--- config.mk ---
export PLATFORM = sky130hd
export DESIGN_NAME = msg_buffer
export DESIGN_NICKNAME = d
export VERILOG_FILES = /design/src/rtl/msg_buffer_pkg.sv /design/src/rtl/uart_rx_core.sv /design/src/rtl/msg_buffer.sv
export SDC_FILE = /design/constraint.sdc
export NUM_CORES = 2
export LEC_CHECK = 0
export ABC_AREA = 0
export CORE_AREA = 2 2 601 304
export DETAILED_ROUTE_END_ITERATION = 10
export DIE_AREA = 0 0 603 306
export MAX_ROUTING_LAYER = met4
export PLACE_DENSITY = 0.76
export REMOVE_ABC_BUFFERS = 1
export SKIP_CTS_REPAIR_TIMING = 1
export SYNTH_ARGS = -nofsm -noshare
export SYNTH_HDL_FRONTEND = slang
export SYNTH_SLANG_ARGS = --single-unit
--- constraint.sdc ---
create_clock -name sysclk -period 6.7 [get_ports sysclk]
set_clock_uncertainty 0.1 [all_clocks]
set_input_delay 0.67 -clock sysclk [delete_from_list [all_inputs] [get_ports sysclk]]
set_output_delay 0.67 -clock sysclk [all_outputs]
set_load 0.1 [all_outputs]
--- src/rtl/msg_buffer_pkg.sv ---
// Shared constants and state types for the serial message buffer and its UART receiver.
package msg_buffer_pkg;

    localparam int unsigned DATA_W = 8;

    localparam logic [DATA_W-1:0] ASCII_BS  = 8'h08;
    localparam logic [DATA_W-1:0] ASCII_DEL = 8'h7F;
    localparam logic [DATA_W-1:0] ASCII_SP  = 8'h20;

    typedef enum logic [2:0] {
        ST_IDLE,
        ST_CLEAR,
        ST_FETCH,
        ST_SEND,
        ST_WAIT
    } state_e;

    typedef enum logic [1:0] {
        RX_IDLE,
        RX_START,
        RX_DATA,
        RX_STOP
    } rx_state_e;

    function automatic logic is_erase(input logic [DATA_W-1:0] c);
        return (c == ASCII_BS) || (c == ASCII_DEL);
    endfunction

endpackage

--- src/rtl/uart_rx_core.sv ---
// 8N1 UART receiver: 2-flop synchroniser, mid-bit sampling, one-cycle valid/framing-error pulses.
module uart_rx_core #(
    parameter int unsigned CLKS_PER_BIT = 5208
) (
    input  logic       clk,
    input  logic       rst_n,
    input  logic       en,
    input  logic       rxd,
    output logic [7:0] rx_data,
    output logic       rx_valid,
    output logic       rx_ferr
);
    import msg_buffer_pkg::*;

    localparam int unsigned CW = $clog2(CLKS_PER_BIT + 1);
    localparam logic [CW-1:0] HALF_M1 = CW'(CLKS_PER_BIT / 2 - 1);
    localparam logic [CW-1:0] FULL_M1 = CW'(CLKS_PER_BIT - 1);

    logic [2:0]        sync_q;
    rx_state_e         state_q;
    logic [CW-1:0]     cnt_q;
    logic [2:0]        bit_q;
    logic [DATA_W-1:0] data_q;
    logic              valid_q;
    logic              ferr_q;
    logic              rx_s_c;
    logic              fall_c;

    assign rx_s_c = sync_q[1];
    assign fall_c = sync_q[2] & ~sync_q[1];

    // Synchroniser plus one history stage for edge detection; runs even when disabled.
    always_ff @(posedge clk or negedge rst_n) begin
        if (!rst_n) begin
            sync_q <= 3'b111;
        end else begin
            sync_q <= {sync_q[1:0], rxd};
        end
    end

    always_ff @(posedge clk or negedge rst_n) begin
        if (!rst_n) begin
            state_q <= RX_IDLE;
            cnt_q   <= '0;
            bit_q   <= '0;
            data_q  <= '0;
            valid_q <= 1'b0;
            ferr_q  <= 1'b0;
        end else begin
            valid_q <= 1'b0;
            ferr_q  <= 1'b0;
            if (en) begin
                case (state_q)
                    RX_IDLE: begin
                        if (fall_c) begin
                            state_q <= RX_START;
                            cnt_q   <= '0;
                        end
                    end
                    RX_START: begin
                        if (cnt_q == HALF_M1) begin
                            cnt_q   <= '0;
                            bit_q   <= '0;
                            state_q <= rx_s_c ? RX_IDLE : RX_DATA;
                        end else begin
                            cnt_q <= cnt_q + 1'b1;
                        end
                    end
                    RX_DATA: begin
                        if (cnt_q == FULL_M1) begin
                            cnt_q  <= '0;
                            data_q <= {rx_s_c, data_q[7:1]};
                            if (bit_q == 3'd7) begin
                                state_q <= RX_STOP;
                            end else begin
                                bit_q <= bit_q + 1'b1;
                            end
                        end else begin
                            cnt_q <= cnt_q + 1'b1;
                        end
                    end
                    RX_STOP: begin
                        if (cnt_q == FULL_M1) begin
                            cnt_q   <= '0;
                            state_q <= RX_IDLE;
                            valid_q <= rx_s_c;
                            ferr_q  <= ~rx_s_c;
                        end else begin
                            cnt_q <= cnt_q + 1'b1;
                        end
                    end
                    default: state_q <= RX_IDLE;
                endcase
            end
        end
    end

    assign rx_data  = data_q;
    assign rx_valid = valid_q;
    assign rx_ferr  = ferr_q;

endmodule

--- src/rtl/msg_buffer.sv ---
// Serial message buffer: stores received chars with backspace editing, replays them to the transmitter.
// Define ECHO_EN to add local echo of stored chars and backspace erase sequences.
module msg_buffer
    import msg_buffer_pkg::*;
#(
    parameter int unsigned CLKS_PER_BIT = 5208,
    parameter int unsigned DEPTH        = 256,
    parameter int unsigned MAX_CHARS    = 160,
    parameter int unsigned CNT_W        = $clog2(DEPTH + 1)
) (
    input  logic              sysclk,
    input  logic              reset_n,
    input  logic              active,
    input  logic              clear,
    input  logic              play,
    input  logic              serial_in,
    input  logic              tx_busy,
    output logic [7:0]        tx_data,
    output logic              tx_start,
    output logic [CNT_W-1:0]  count,
    output logic              under_limit,
    output logic              busy,
    output logic              rx_err,
    output logic              rx_drop
);

    localparam int unsigned AW = (DEPTH > 1) ? $clog2(DEPTH) : 1;
    localparam logic [CNT_W-1:0] MAX_C    = CNT_W'(MAX_CHARS);
    localparam logic [AW-1:0]    LAST_ADR = AW'(DEPTH - 1);

    logic [DATA_W-1:0] rx_data;
    logic              rx_valid;
    logic              rx_ferr;

    uart_rx_core #(
        .CLKS_PER_BIT(CLKS_PER_BIT)
    ) u_rx (
        .clk     (sysclk),
        .rst_n   (reset_n),
        .en      (active),
        .rxd     (serial_in),
        .rx_data (rx_data),
        .rx_valid(rx_valid),
        .rx_ferr (rx_ferr)
    );

    state_e            state_q;
    logic              busy_q;
    logic [CNT_W-1:0]  count_q;
    logic              under_limit_q;
    logic [CNT_W-1:0]  idx_q;
    logic [CNT_W-1:0]  n_q;
    logic [AW-1:0]     clr_addr_q;
    logic              seen_q;
    logic [DATA_W-1:0] tx_data_q;
    logic              tx_start_q;
    logic              rx_drop_q;
    logic              rx_err_q;
    logic [DATA_W-1:0] rdata_q;
    logic [DATA_W-1:0] mem [DEPTH];

    logic              is_erase_c;
    logic              echo_free_c;
    logic              send_ok_c;
    logic              store_c;
    logic              erase_c;
    logic              drop_c;
    logic              mem_we_c;
    logic              mem_re_c;
    logic [AW-1:0]     mem_addr_c;
    logic [DATA_W-1:0] mem_wdata_c;

`ifdef ECHO_EN
    logic [1:0]        echo_cnt_q;
    logic [DATA_W-1:0] echo_char_q;
    logic              echo_wait_q;
    logic              echo_seen_q;

    assign echo_free_c = (echo_cnt_q == 2'd0);
    assign send_ok_c   = !tx_busy && !echo_wait_q;
`else
    assign echo_free_c = 1'b1;
    assign send_ok_c   = !tx_busy;
`endif

    // Received-char classification; chars are only consumed while IDLE.
    assign is_erase_c = is_erase(rx_data);
    assign store_c = active && (state_q == ST_IDLE) && rx_valid && !is_erase_c
                     && (count_q < MAX_C) && echo_free_c;
    assign erase_c = active && (state_q == ST_IDLE) && rx_valid && is_erase_c
                     && (count_q != '0) && echo_free_c;
    assign drop_c  = active && rx_valid &&
                     ((state_q != ST_IDLE) ||
                      (!is_erase_c && (count_q >= MAX_C)) ||
                      (!echo_free_c && !(is_erase_c && (count_q == '0))));

    always_comb begin
        mem_we_c    = 1'b0;
        mem_re_c    = 1'b0;
        mem_addr_c  = count_q[AW-1:0];
        mem_wdata_c = rx_data;
        if (active) begin
            if (state_q == ST_CLEAR) begin
                mem_we_c    = 1'b1;
                mem_addr_c  = clr_addr_q;
                mem_wdata_c = '0;
            end else if (store_c) begin
                mem_we_c = 1'b1;
            end else if (state_q == ST_FETCH) begin
                mem_re_c   = 1'b1;
                mem_addr_c = idx_q[AW-1:0];
            end
        end
    end

    // Single-port write-first RAM; contents survive reset.
    always_ff @(posedge sysclk) begin
        if (mem_we_c) begin
            mem[mem_addr_c] <= mem_wdata_c;
            rdata_q         <= mem_wdata_c;
        end else if (mem_re_c) begin
            rdata_q <= mem[mem_addr_c];
        end
    end

    always_ff @(posedge sysclk or negedge reset_n) begin
        if (!reset_n) begin
            state_q       <= ST_IDLE;
            busy_q        <= 1'b0;
            count_q       <= '0;
            under_limit_q <= 1'b1;
            idx_q         <= '0;
            n_q           <= '0;
            clr_addr_q    <= '0;
            seen_q        <= 1'b0;
            tx_data_q     <= '0;
            tx_start_q    <= 1'b0;
            rx_drop_q     <= 1'b0;
            rx_err_q      <= 1'b0;
`ifdef ECHO_EN
            echo_cnt_q    <= '0;
            echo_char_q   <= '0;
            echo_wait_q   <= 1'b0;
            echo_seen_q   <= 1'b0;
`endif
        end else begin
            tx_start_q <= 1'b0;
            rx_drop_q  <= 1'b0;
            rx_err_q   <= 1'b0;
            if (active) begin
                rx_err_q  <= rx_ferr;
                rx_drop_q <= drop_c;
                if (store_c) begin
                    count_q       <= count_q + 1'b1;
                    under_limit_q <= (count_q + 1'b1) < MAX_C;
                end else if (erase_c) begin
                    count_q       <= count_q - 1'b1;
                    under_limit_q <= 1'b1;
                end

                // A clear in the same cycle as a char overrides the count update above.
                case (state_q)
                    ST_IDLE: begin
                        if (clear) begin
                            state_q       <= ST_CLEAR;
                            busy_q        <= 1'b1;
                            clr_addr_q    <= '0;
                            count_q       <= '0;
                            under_limit_q <= 1'b1;
                        end else if (play && (count_q != '0)) begin
                            state_q <= ST_FETCH;
                            busy_q  <= 1'b1;
                            idx_q   <= '0;
                            n_q     <= count_q;
                        end
                    end
                    ST_CLEAR: begin
                        if (clr_addr_q == LAST_ADR) begin
                            state_q <= ST_IDLE;
                            busy_q  <= 1'b0;
                        end else begin
                            clr_addr_q <= clr_addr_q + 1'b1;
                        end
                    end
                    ST_FETCH: state_q <= ST_SEND;
                    ST_SEND: begin
                        if (send_ok_c) begin
                            tx_data_q  <= rdata_q;
                            tx_start_q <= 1'b1;
                            seen_q     <= 1'b0;
                            state_q    <= ST_WAIT;
                        end
                    end
                    ST_WAIT: begin
                        if (!seen_q) begin
                            seen_q <= tx_busy;
                        end else if (!tx_busy) begin
                            if ((idx_q + 1'b1) == n_q) begin
                                state_q <= ST_IDLE;
                                busy_q  <= 1'b0;
                            end else begin
                                idx_q   <= idx_q + 1'b1;
                                state_q <= ST_FETCH;
                            end
                        end
                    end
                    default: begin
                        state_q <= ST_IDLE;
                        busy_q  <= 1'b0;
                    end
                endcase

`ifdef ECHO_EN
                // Echo sender: one transfer in flight, waits for the busy rise/fall pair.
                if (echo_wait_q) begin
                    if (!echo_seen_q) begin
                        echo_seen_q <= tx_busy;
                    end else if (!tx_busy) begin
                        echo_wait_q <= 1'b0;
                    end
                end else if ((state_q == ST_IDLE) && (echo_cnt_q != 2'd0) && !tx_busy) begin
                    tx_data_q   <= (echo_cnt_q == 2'd2) ? ASCII_SP : echo_char_q;
                    tx_start_q  <= 1'b1;
                    echo_cnt_q  <= echo_cnt_q - 1'b1;
                    echo_wait_q <= 1'b1;
                    echo_seen_q <= 1'b0;
                end
                if (store_c) begin
                    echo_char_q <= rx_data;
                    echo_cnt_q  <= 2'd1;
                end else if (erase_c) begin
                    echo_char_q <= ASCII_BS;
                    echo_cnt_q  <= 2'd3;
                end
`endif
            end
        end
    end

    assign tx_data     = tx_data_q;
    assign tx_start    = tx_start_q;
    assign count       = count_q;
    assign under_limit = under_limit_q;
    assign busy        = busy_q;
    assign rx_err      = rx_err_q;
    assign rx_drop     = rx_drop_q;

endmodule
==> reports/metrics.cfg <==
[placement]
port_buffers = 28
hpwl_mm = 140.8
gp_congestion = 0.9319
dpl_cell_area_sq_mm = 0.09185

[timing]
finalMaxSlewViolations = 0
worst_slew_pin_slew_ns = 1.369
rsz0062_at_grt = no
max_freq_ghz = 0.1729
hold_viol = 0
finalCritPeriodShare_pct = 86.33
fin_tns_setup_ns = 0
min_period_ns = 5.784
setup_viol = 0
relSlewSlack_pct = 7.515

[layout]
final_cell_area_sq_mm = 0.09775
syn2layout_area_growth_pct = 9.694
fillers = 13807
drive_above_1_share_pct = 8.114
finalNetCount = 6171

[logic_synthesis]
synth_top_area_share_pct = 69.28
synth_compound_area_share_pct = 14.00
synth-main-ff-cell = edfxtp_1
synthTopCellsByCount = edfxtp_1 (2056), a211oi_1 (619), nand3_1 (609)
yosys-mux-area-fraction_pct = 2.633
synth-simple-area-share_pct = 8.458
synth_top_area_cell = edfxtp_1
syn_inst = 6370
netlist-cell-type-count = 85
synth_async_sr_flop_share_pct = 3.880
synth-edff-count = 2056
synth_area_sq_mm = 0.08911
synth_area_leaders = edfxtp_1 (69%), a211oi_1 (5.2%), nand3_1 (3.4%)
synth_seq_cells = 2139
synth_fa_ha_area_share_pct = 0.09828
synth_warnings = 0
synth_xor_area_share_pct = 0.2373
yosysMostFrequentCell = edfxtp_1
synth_top_family_by_area = compound AO/OA/AOI/OAI gates
syn_avg_cell_area_sq_um = 13.99
yosysSeqAreaShare_pct = 71.62

[floorplanning]
die_area_sq_mm = 0.1845
fp-row-count = 110
coreArea_sq_mm = 0.1791
die_y_microns = 306
io_pins = 29
die_w_microns = 603
start_util_pct = 49.77

[setup_path]
start_kind = register
cp-endpoint = rdata_q[2]
worstSetupEndpointType = register
cp_data_arrival_time_ns = 6.26
slowest_stage = dfrtp_1
ff2ff_path_depth = 9
crit_start = state_q[0]
cp.required_ns = 7.18
critical_path.max_stage_delay_ns = 0.98
crit_chain = xnor2_1 > o21ai_4 > nand2_8 > mux2_1 > a2111oi_1 > o2111ai_1 > o31ai_1 > nand4_1 > o211a_1
r2r_slack_ns = 0.92
r2r_start = state_q[0]
path_max_fanout = 53
critPathKind = reg2reg
rr_endpoint = rdata_q[2]

[global_route]
grt_start_max_net_pins = 181
antenna_found_initial = 9
busiest_layer = met2
grtUsageMet2_pct = 39.62
grt_overflow = 0
grt_pass1_vias = 55748
grt.total_usage_pct = 26.60
grt_pass1_wl_mm = 360.5
grt_util_met3_pct = 6.212
grtUsageMet1_pct = 35.13

[clock_network]
ctsRootBufferMaster = clkbuf_16
cts_tree = yes
htreeDepth = 4
insertion_delay_ns = 0.84
path_clk_slew_ns = 0.06
clock-sinks = 2139
clk_path_buf_depth = 3
cts_buffers = 188

[power_and_ir_drop]
irDropWorstVdd_v = 0.0003479
leakage_nw = 31.97
power.density_mw_per_mm2 = 386.3

[outcome]
status = finished clean

[route]
drtIter0Drc = 9918
wl_mm = 243.1
drc = 0
ant_nets = 0
routedWlPerCell_microns = 27.86
drtPass1Iterations = 8
viasPerCell = 6.720
vias = 58617

[run]
cap_viol_max_count = 0

[worst_hold_path]
min_path_type = in2reg
hold_start = serial_in

-- per-layer routing --
metal / vias to the layer above / part of all wire (%)
li1: 25033 / -
met1: 29013 / 38
met2: 3934 / 46
met3: 637 / 12
met4: 0 / 4.5
met5: - / 0
-- cell families after synthesis --
group / after synthesis
AOI/OAI and AO/OA: 1827
xor gates and xnor gates: 22
adders and majority gates: 7
buffers and inverters: 631
DFF: 2139
muxes: 228
and+or+nand+nor: 1516
-- per-stage QoR --
| stage | setup slack, ns | cells | utilization, % | total power, W | hold slack (ns) |
|---|---|---|---|---|---|
| global route | 0.7811 | 8723 | 54.59 | 0.03879 | 0.1257 |
| detailed placement | 0.8637 | 8374 | 51.30 | 0.02701 | 0.2475 |
| floorplan | -51.85 | 5754 | - | 0.02161 | 0.2452 |
| finish | 0.9160 | 8723 | 54.59 | 0.03776 | 0.1438 |
| CTS | 1.062 | 8717 | 54.57 | 0.03737 | -0.3906 |
| global placement | 0.7959 | 8374 | 51.30 | 0.02689 | 0.2459 |
-- how the worst min path moves through the flow --
stage / end / cells past startpoint
2_1_floorplan: u_rx.sync_q[1] / 0
3_3_place_gp: u_rx.sync_q[1] / 0
3_5_place_dp: u_rx.sync_q[1] / 0
4_1_cts: idx_q[6] / 1
5_1_grt: u_rx.sync_q[0] / 1
6_report: u_rx.sync_q[0] / 1
-- flip-flops by register name, summed over array words and instances, names as in the netlist, 3 cells and up, named ones only --
register      cells
count             9
tx_data           8
u_rx.rx_data      8
u_rx.sync_q       3
u_rx.bit_q        3
idx_q             9
rdata_q           8
mem            2048
n_q               9
state_q           3
clr_addr_q        8
u_rx.cnt_q       13
-- worst max-delay path, delay by kind of cell (launching register included) --
family           cells  cell delay (ns)
AO/OA/AOI/OAI        5             2.79
XOR/XNOR             1             0.39
flip-flops           1             0.98
multiplexers         1             0.48
AND/OR/NAND/NOR      2             0.72
-- report_power, final --
group,internal [W],switching [W]
clock,0.00580,0.00479
combinational,0.00328,0.00912
sequential,0.0146,0.000190
-- cell type report --
cell class | instances | area (sq um) | area share (%)
flip-flops and latches | 2139 | 63820 | 65.29
multi-input cells | 3600 | 22840 | 23.36
clock buffers | 255 | 5156 | 5.275
well taps | 2408 | 3013 | 3.082
repair buffers | 213 | 2145 | 2.194
clock inverters | 88 | 710.7 | 0.7270
inverters | 15 | 56.30 | 0.05760
diodes | 5 | 12.51 | 0.01280
-- placed cells by master (no fill, tap or decap), types with 35 or more instances in the layout --
cell type | Yosys | routed
a211oi_1 | 619 | 618
a31oi_1 | 51 | 51
o31ai_1 | 35 | 35
clkbuf_1 | 440 | 56
o41ai_1 | 93 | 92
mux2_2 | 36 | 36
nand3_1 | 609 | 609
nor3_1 | 80 | 79
nand2_1 | 165 | 165
buf_12 | 0 | 38
edfxtp_1 | 2056 | 2056
a2111o_1 | 65 | 65
dfrtp_1 | 79 | 79
buf_4 | 15 | 147
clkinv_1 | 1 | 43
nor2_1 | 299 | 298
o21ai_0 | 606 | 606
a21oi_1 | 110 | 109
and3_1 | 233 | 232
clkbuf_16 | 0 | 196
mux2i_1 | 177 | 177
nand4_1 | 55 | 55
No activity file was read; power rests on OpenSTA's default activity.
